===== src/rtl/fsm_mon_pkg.sv =====
// rtl/fsm_mon_pkg.sv - shared types and constants for the state-decode pulse monitor
package fsm_mon_pkg;

  // Monitor FSM: IDLE (disabled), ARM (waiting for first edge), MEAS (timing intervals)
  typedef enum logic [1:0] {
    IDLE = 2'd0,
    ARM  = 2'd1,
    MEAS = 2'd2
  } mon_state_e;

  // Default record layout; the top rebuilds the same layout at its own CNT_W
  localparam int REC_CNT_W = 8;

  typedef struct packed {
    logic [REC_CNT_W-1:0] interval;
    logic                 err;
  } mon_rec_t;

  localparam logic [15:0] PCNT_MAX = 16'hFFFF;

endpackage


===== src/rtl/fsm_mon_fifo.sv =====
// rtl/fsm_mon_fifo.sv - small synchronous record FIFO with registered push
module fsm_mon_fifo #(
  parameter int DEPTH = 4,
  parameter int W     = 9
) (
  input  logic         clk,
  input  logic         arst,
  input  logic         push,
  input  logic [W-1:0] wdata,
  input  logic         pop,
  output logic [W-1:0] rdata,
  output logic         full,
  output logic         empty
);

  localparam int AW = $clog2(DEPTH);
  localparam logic [AW:0] FULL_CNT = (AW+1)'(DEPTH);

  logic [W-1:0]  mem [DEPTH];
  logic [AW-1:0] wptr;
  logic [AW-1:0] rptr;
  logic [AW:0]   count;
  logic          do_push;
  logic          do_pop;

  assign full    = (count == FULL_CNT);
  assign empty   = (count == '0);
  // A full FIFO still takes a push when the head leaves in the same cycle
  assign do_push = push & (~full | pop);
  assign do_pop  = pop & ~empty;
  // Head is forced to zero when empty so stale storage never reaches the outputs
  assign rdata   = empty ? '0 : mem[rptr];

  // Storage write; contents need no reset since reads are masked by empty
  always_ff @(posedge clk) begin
    if (do_push) mem[wptr] <= wdata;
  end

  // Pointer and occupancy bookkeeping
  always_ff @(posedge clk) begin
    if (arst) begin
      wptr  <= '0;
      rptr  <= '0;
      count <= '0;
    end else begin
      if (do_push) wptr <= wptr + 1'b1;
      if (do_pop)  rptr <= rptr + 1'b1;
      count <= count + {{AW{1'b0}}, do_push} - {{AW{1'b0}}, do_pop};
    end
  end

endmodule


===== src/rtl/fsm_pulse_monitor.sv =====
// rtl/fsm_pulse_monitor.sv - interval, lock and overflow monitor for the controller state-decode pulse
module fsm_pulse_monitor
  import fsm_mon_pkg::*;
#(
  parameter int CNT_W      = 8,
  parameter int EXP_PERIOD = 4,
  parameter int TOL        = 0,
  parameter int DEPTH      = 4,
  parameter int LOCK_N     = 3
) (
  input  logic             clk,
  input  logic             arst,
  input  logic             en,
  input  logic             pulse_in,
  output logic             rec_valid,
  input  logic             rec_ready,
  output logic [CNT_W-1:0] rec_interval,
  output logic             rec_err,
  output logic [15:0]      pulse_count,
  output logic             synced,
  output logic             overflow
);

  typedef struct packed {
    logic [CNT_W-1:0] interval;
    logic             err;
  } rec_t;

  localparam int LOCK_W = $clog2(LOCK_N + 1);
  localparam logic [LOCK_W-1:0]   LOCK_MAX    = LOCK_W'(LOCK_N);
  localparam logic [CNT_W-1:0]    TIMEOUT_CNT = {{(CNT_W-1){1'b1}}, 1'b0};
  localparam logic signed [CNT_W:0] EXP_S     = (CNT_W+1)'(EXP_PERIOD);
  localparam logic signed [CNT_W:0] TOL_S     = (CNT_W+1)'(TOL);

  mon_state_e        state;
  mon_state_e        state_nxt;
  logic              pulse_d;
  logic              pulse_edge;
  logic [CNT_W-1:0]  cnt;
  logic [CNT_W-1:0]  cnt_nxt;
  logic [CNT_W-1:0]  cnt_inc;
  logic              rec_push;
  rec_t              rec_d;
  rec_t              rec_q;
  logic [LOCK_W-1:0] lock_cnt;
  logic [LOCK_W-1:0] lock_nxt;
  logic              fifo_full;
  logic              fifo_empty;
  logic              rec_pop;

  // Out-of-tolerance test on a signed difference one bit wider than the interval
  function automatic logic interval_err(input logic [CNT_W-1:0] iv);
    logic signed [CNT_W:0] diff;
    diff = $signed({1'b0, iv}) - EXP_S;
    if (diff < 0) diff = -diff;
    return diff > TOL_S;
  endfunction

  assign pulse_edge   = pulse_in & ~pulse_d;
  assign cnt_inc      = cnt + 1'b1;
  assign rec_valid    = ~fifo_empty;
  assign rec_pop      = rec_valid & rec_ready;
  assign rec_interval = rec_q.interval;
  assign rec_err      = rec_q.err;

  // Next state, interval counter and record generation; disable wins over everything
  always_comb begin
    state_nxt = state;
    cnt_nxt   = cnt;
    rec_push  = 1'b0;
    rec_d     = '0;
    if (!en) begin
      state_nxt = IDLE;
      cnt_nxt   = '0;
    end else begin
      case (state)
        IDLE: begin
          state_nxt = ARM;
          cnt_nxt   = '0;
        end
        ARM: begin
          if (pulse_edge) state_nxt = MEAS;
          cnt_nxt = '0;
        end
        MEAS: begin
          if (pulse_edge) begin
            rec_push       = 1'b1;
            rec_d.interval = cnt_inc;
            rec_d.err      = interval_err(cnt_inc);
            cnt_nxt        = '0;
          end else if (cnt == TIMEOUT_CNT) begin
            rec_push       = 1'b1;
            rec_d.interval = '1;
            rec_d.err      = 1'b1;
            state_nxt      = ARM;
            cnt_nxt        = '0;
          end else begin
            cnt_nxt = cnt_inc;
          end
        end
        default: begin
          state_nxt = IDLE;
          cnt_nxt   = '0;
        end
      endcase
    end
  end

  // Lock counter: good records climb to LOCK_N, a bad record or disable drops to zero
  always_comb begin
    lock_nxt = lock_cnt;
    if (!en) begin
      lock_nxt = '0;
    end else if (rec_push) begin
      if (rec_d.err)                lock_nxt = '0;
      else if (lock_cnt != LOCK_MAX) lock_nxt = lock_cnt + 1'b1;
    end
  end

  // State, edge history, counters and sticky flags
  always_ff @(posedge clk) begin
    if (arst) begin
      state       <= IDLE;
      pulse_d     <= 1'b0;
      cnt         <= '0;
      lock_cnt    <= '0;
      synced      <= 1'b0;
      pulse_count <= '0;
      overflow    <= 1'b0;
    end else begin
      state    <= state_nxt;
      pulse_d  <= pulse_in;
      cnt      <= cnt_nxt;
      lock_cnt <= lock_nxt;
      synced   <= (lock_nxt == LOCK_MAX);
      if (en && pulse_edge && pulse_count != PCNT_MAX) pulse_count <= pulse_count + 1'b1;
      if (rec_push && fifo_full && !rec_pop) overflow <= 1'b1;
    end
  end

  fsm_mon_fifo #(
    .DEPTH (DEPTH),
    .W     (CNT_W + 1)
  ) u_fifo (
    .clk   (clk),
    .arst  (arst),
    .push  (rec_push),
    .wdata (rec_d),
    .pop   (rec_pop),
    .rdata (rec_q),
    .full  (fifo_full),
    .empty (fifo_empty)
  );

endmodule


===== config.mk =====
export PLATFORM = sky130hd
export DESIGN_NAME = fsm_pulse_monitor
export DESIGN_NICKNAME = d
export VERILOG_FILES = /design/src/rtl/fsm_mon_pkg.sv /design/src/rtl/fsm_mon_fifo.sv /design/src/rtl/fsm_pulse_monitor.sv
export SDC_FILE = /design/constraint.sdc
export NUM_CORES = 1
export LEC_CHECK = 0
export ABC_AREA = 1
export CAP_MARGIN = 10
export CORE_ASPECT_RATIO = 1.2
export CORE_UTILIZATION = 57
export CTS_CLUSTER_DIAMETER = 120
export DETAILED_ROUTE_END_ITERATION = 6
export PLACE_DENSITY = 0.79
export SLEW_MARGIN = 20
export SYNTH_ARGS = -nofsm -noshare
export SYNTH_HDL_FRONTEND = slang
export SYNTH_SLANG_ARGS = --single-unit

===== constraint.sdc =====
create_clock -name clk -period 3.25 [get_ports clk]
set_clock_uncertainty 0.1 [all_clocks]
set_input_delay 0.65 -clock clk [delete_from_list [all_inputs] [get_ports clk]]
set_output_delay 0.65 -clock clk [all_outputs]
set_load 0.02 [all_outputs]

==> results of run 1 <==
==> cell families after synthesis <==
logic type | count (synthesis) | synth area share, %
AOI/OAI and AO/OA | 71 | 9.84
xor gates and xnor gates | 2 | 0.465
adders and majority gates | 13 | 4.52
buffers and inverters | 73 | 7.58
DFF | 76 | 50.0
and+or+nand+nor | 215 | 27.6
==> worst paths after layout <==
| path | to | slack [ps] | depth (start not counted) |
|---|---|---|---|
| max | rec_interval[3] | 320 | 4 |
| min | state[0] | 350 | 1 |
| max reg2reg | u_fifo.count[2] | 520 | 12 |
| min reg2reg | state[0] | 350 | 1 |
==> power by group <==
| group | switching (mW) | internal, mW | leakage, nW | total (mW) |
|---|---|---|---|---|
| sequential | 0.0449 | 1.03 | 0.662 | 1.07 |
| clock | 0.350 | 0.403 | 0.109 | 0.753 |
| combinational | 0.418 | 0.307 | 0.936 | 0.725 |
| total | 0.812 | 1.74 | 1.71 | 2.55 |
==> flip-flops by register name (all words and copies together), names as in the netlist, named ones only <==
signal and count:
pulse_d 1, u_fifo.mem 36, state 2, cnt 8, u_fifo.count 3, lock_cnt 2, overflow 1, u_fifo.wptr 2
pulse_count 16, synced 1, u_fifo.rptr 2
==> area by class of cell <==
class	count	area (um^2)
fillers	529	1970
repair buffers	42	395
clock buffers	11	153
flip-flops and latches	76	1880
multi-input cells	301	1600
well taps	85	106
clock inverters	5	56.3
inverters	65	248
==> worst reg2reg max path, cell delays in order (launching register included) <==
cell and delay (ps):
dfxtp_1 410, nor2_1 80, nand2_1 90, clkinv_1 310
nor2_1 380, ha_1 300, inv_1 60, ha_1 130
inv_1 50, fa_1 370, xor2_1 160, o21ai_0 150
a21oi_1 50
==> layer usage <==
metal / vias up / wire, um
met3: 11 / 249
li1: 1565 / -
met4: 0 / 133
met2: 51 / 3840
met5: - / 0
met1: 1431 / 3190
==> per-stage QoR <==
stage	utilization, %	total power [mW]	setup WS, ps	hold slack (ps)
floorplan	-	1.51	763	321
global placement	66.0	1.79	346	328
detailed placement	66.0	1.81	287	335
CTS	69.2	2.56	77.0	352
global route	69.3	2.68	151	369
finish	69.3	2.55	318	349
==> Yosys cell counts <==
library cell	count
nand2_8	1
clkbuf_1	5
or2_2	2
nor3_1	11
o21ai_2	1
buf_4	1
clkinv_1	2
xor2_1	2
edfxtp_1	36
inv_2	7
ha_1	12
nand3_2	5
nand2_1	60
nor3b_1	3
a221oi_1	1
dfxtp_1	40
nor2_1	82
a21oi_1	31
nand4_1	9
a21boi_1	1
nor2_4	4
nand2_4	2
nor2_2	6
a211oi_1	1
fa_1	1
nand3_1	16
o21a_1	1
o21ai_0	33
nand3_4	1
buf_6	1
nand2_2	12
nand4_2	1
o21ai_1	2
buf_1	1
inv_1	56
==> reports/qor.csv, run 1 <==
stage,metric,value,unit
routing,ant_nets,0,
finish,instances_no_fill,585,
timing,rsz0062_at_grt,no,
worst_setup_path,crit_chain,inv_1 -> o21ai_0 -> a21oi_1 -> clkdlybuf4s50_1,
global_route,grt_use_total,23.0,%
clock_network,cts_setup_buffers,0,
worst_setup_path,startpoint_type,register,
global_route,grtUsageMet3,4.32,%
finish,nNetsFinal,513,
die,ios,33,
routing,firstDrtPassIters,4,
global_route,antenna_found_initial,0,
finish,antenna_cells,0,
die,die_h,91.0,um
worst_setup_path,cp.required,2500,ps
worst_setup_path,cp.arrival,2180,ps
global_route,busiest_layer,met2,
clock_network,cts_buffer_depth,2,
routing,vias,3058,
worst_setup_path,worst_setup_path_end_kind,output pin,
finish,final_cell_area,4440,um^2
min_path,min-delay-start,state[1],
finish,final_common_cell,nor2_1,
clock_network,hold_buffers,0,
die,die_w,76.2,um
finish,mostFrequentLayoutCells,"82 x nor2_1, 60 x nand2_1, 56 x inv_1",
global_route,grt_overflow,0,
synth,synth_seq_cells,76,
synth,postSynthAreaPerCell,8.37,um^2
global_route,grtUsageMet2,43.0,%
synth,ys_seq_area_share,50.0,%
worst_setup_path,crit_slowest_cell,clkdlybuf4s50_1,
power,peakVddDrop,0.000475,V
finish,drive_gt1_share,13.8,%
clock_network,clock_latency,350,ps
routing,drtIter0Drc,125,
run,drv_cap,0,
timing,clock.fmax,0.341,GHz
die,die_area,6940,um^2
worst_setup_path,crit_type,register to output pin,
routing,viasPerCell,5.23,
synth,postSynthCellCount,450,
clock_network,clkSinkCount,76,
global_route,grt_pass1_vias,2811,
place,place_congestion,0.902,
synth,synth.distinct_cells,35,
status,outcome,"complete, no violations",
routing,routed_wl,7410,um
die,core,6410,um^2
synth,yosysTopAreaCell,edfxtp_1,
finish,area_growth,17.9,%
die,start_util,58.8,%
timing,finalHoldViolations,0,
power,leakage,1.71,nW
min_path,hold_path.class,register to register,
synth,ys_top_cells_by_area,"edfxtp_1 29%, dfxtp_1 21%, nor2_1 8.2%",
clock_network,cts_tree,built,
worst_setup_path,crit_family,buffers and inverters,
timing,period_share,90.2,%
global_route,use_met1,25.3,%
place,dp.cells,569,
global_route,grt_start_max_net_pins,19,
synth,syn_nets,468,
routing,drcViolationCount,0,
timing,setup_tns,0,ps
synth,syn-cell-area,3760,um^2
timing,tightest_slew,444,ps
place,dp_hpwl,5280,um
worst_setup_path,critical_path_buf_inv_count,2,
clock_network,cts_root_buf,clkbuf_8,
worst_setup_path,r2r-start,u_fifo.count[1],
die,core.rowCount,32,
worst_setup_path,critPathMaxFanout,18,
timing,period_minus_slack,2930,ps
place,place_area,4230,um^2
global_route,grt_pass1_wl,12400,um
routing,wire_per_inst,12.7,um
timing,setup_viol,0,
clock_network,clkTransAtPathRegs,80,ps
synth,ys_warn_count,0,
timing,maxSlewViolCount,0,
power,cellPowerDensity,575,nW/um^2
worst_setup_path,slowest_delay,650,ps
place,port_buffers,32,
timing,slew_headroom,70.4,%
synth,synth.top_cell.area_share,28.7,%
clock_network,htreeDepth,3,
clock_network,cts.repair.resized,0,
clock_network,cts_buffers,9,
Power figures use the tool's default switching activity.
==> run 2, diff against run 1 <==
- CAP_MARGIN: 10 -> 30
- CTS_CLUSTER_SIZE: default -> 40
==> results of run 2 <==
Final layout, timing and power as in run 1 (identical DEF).
==> run 3, diff against run 2 <==
- SKIP_LAST_GASP: default -> 1
==> results of run 3 <==
Final layout, timing and power as in run 1 (identical DEF).
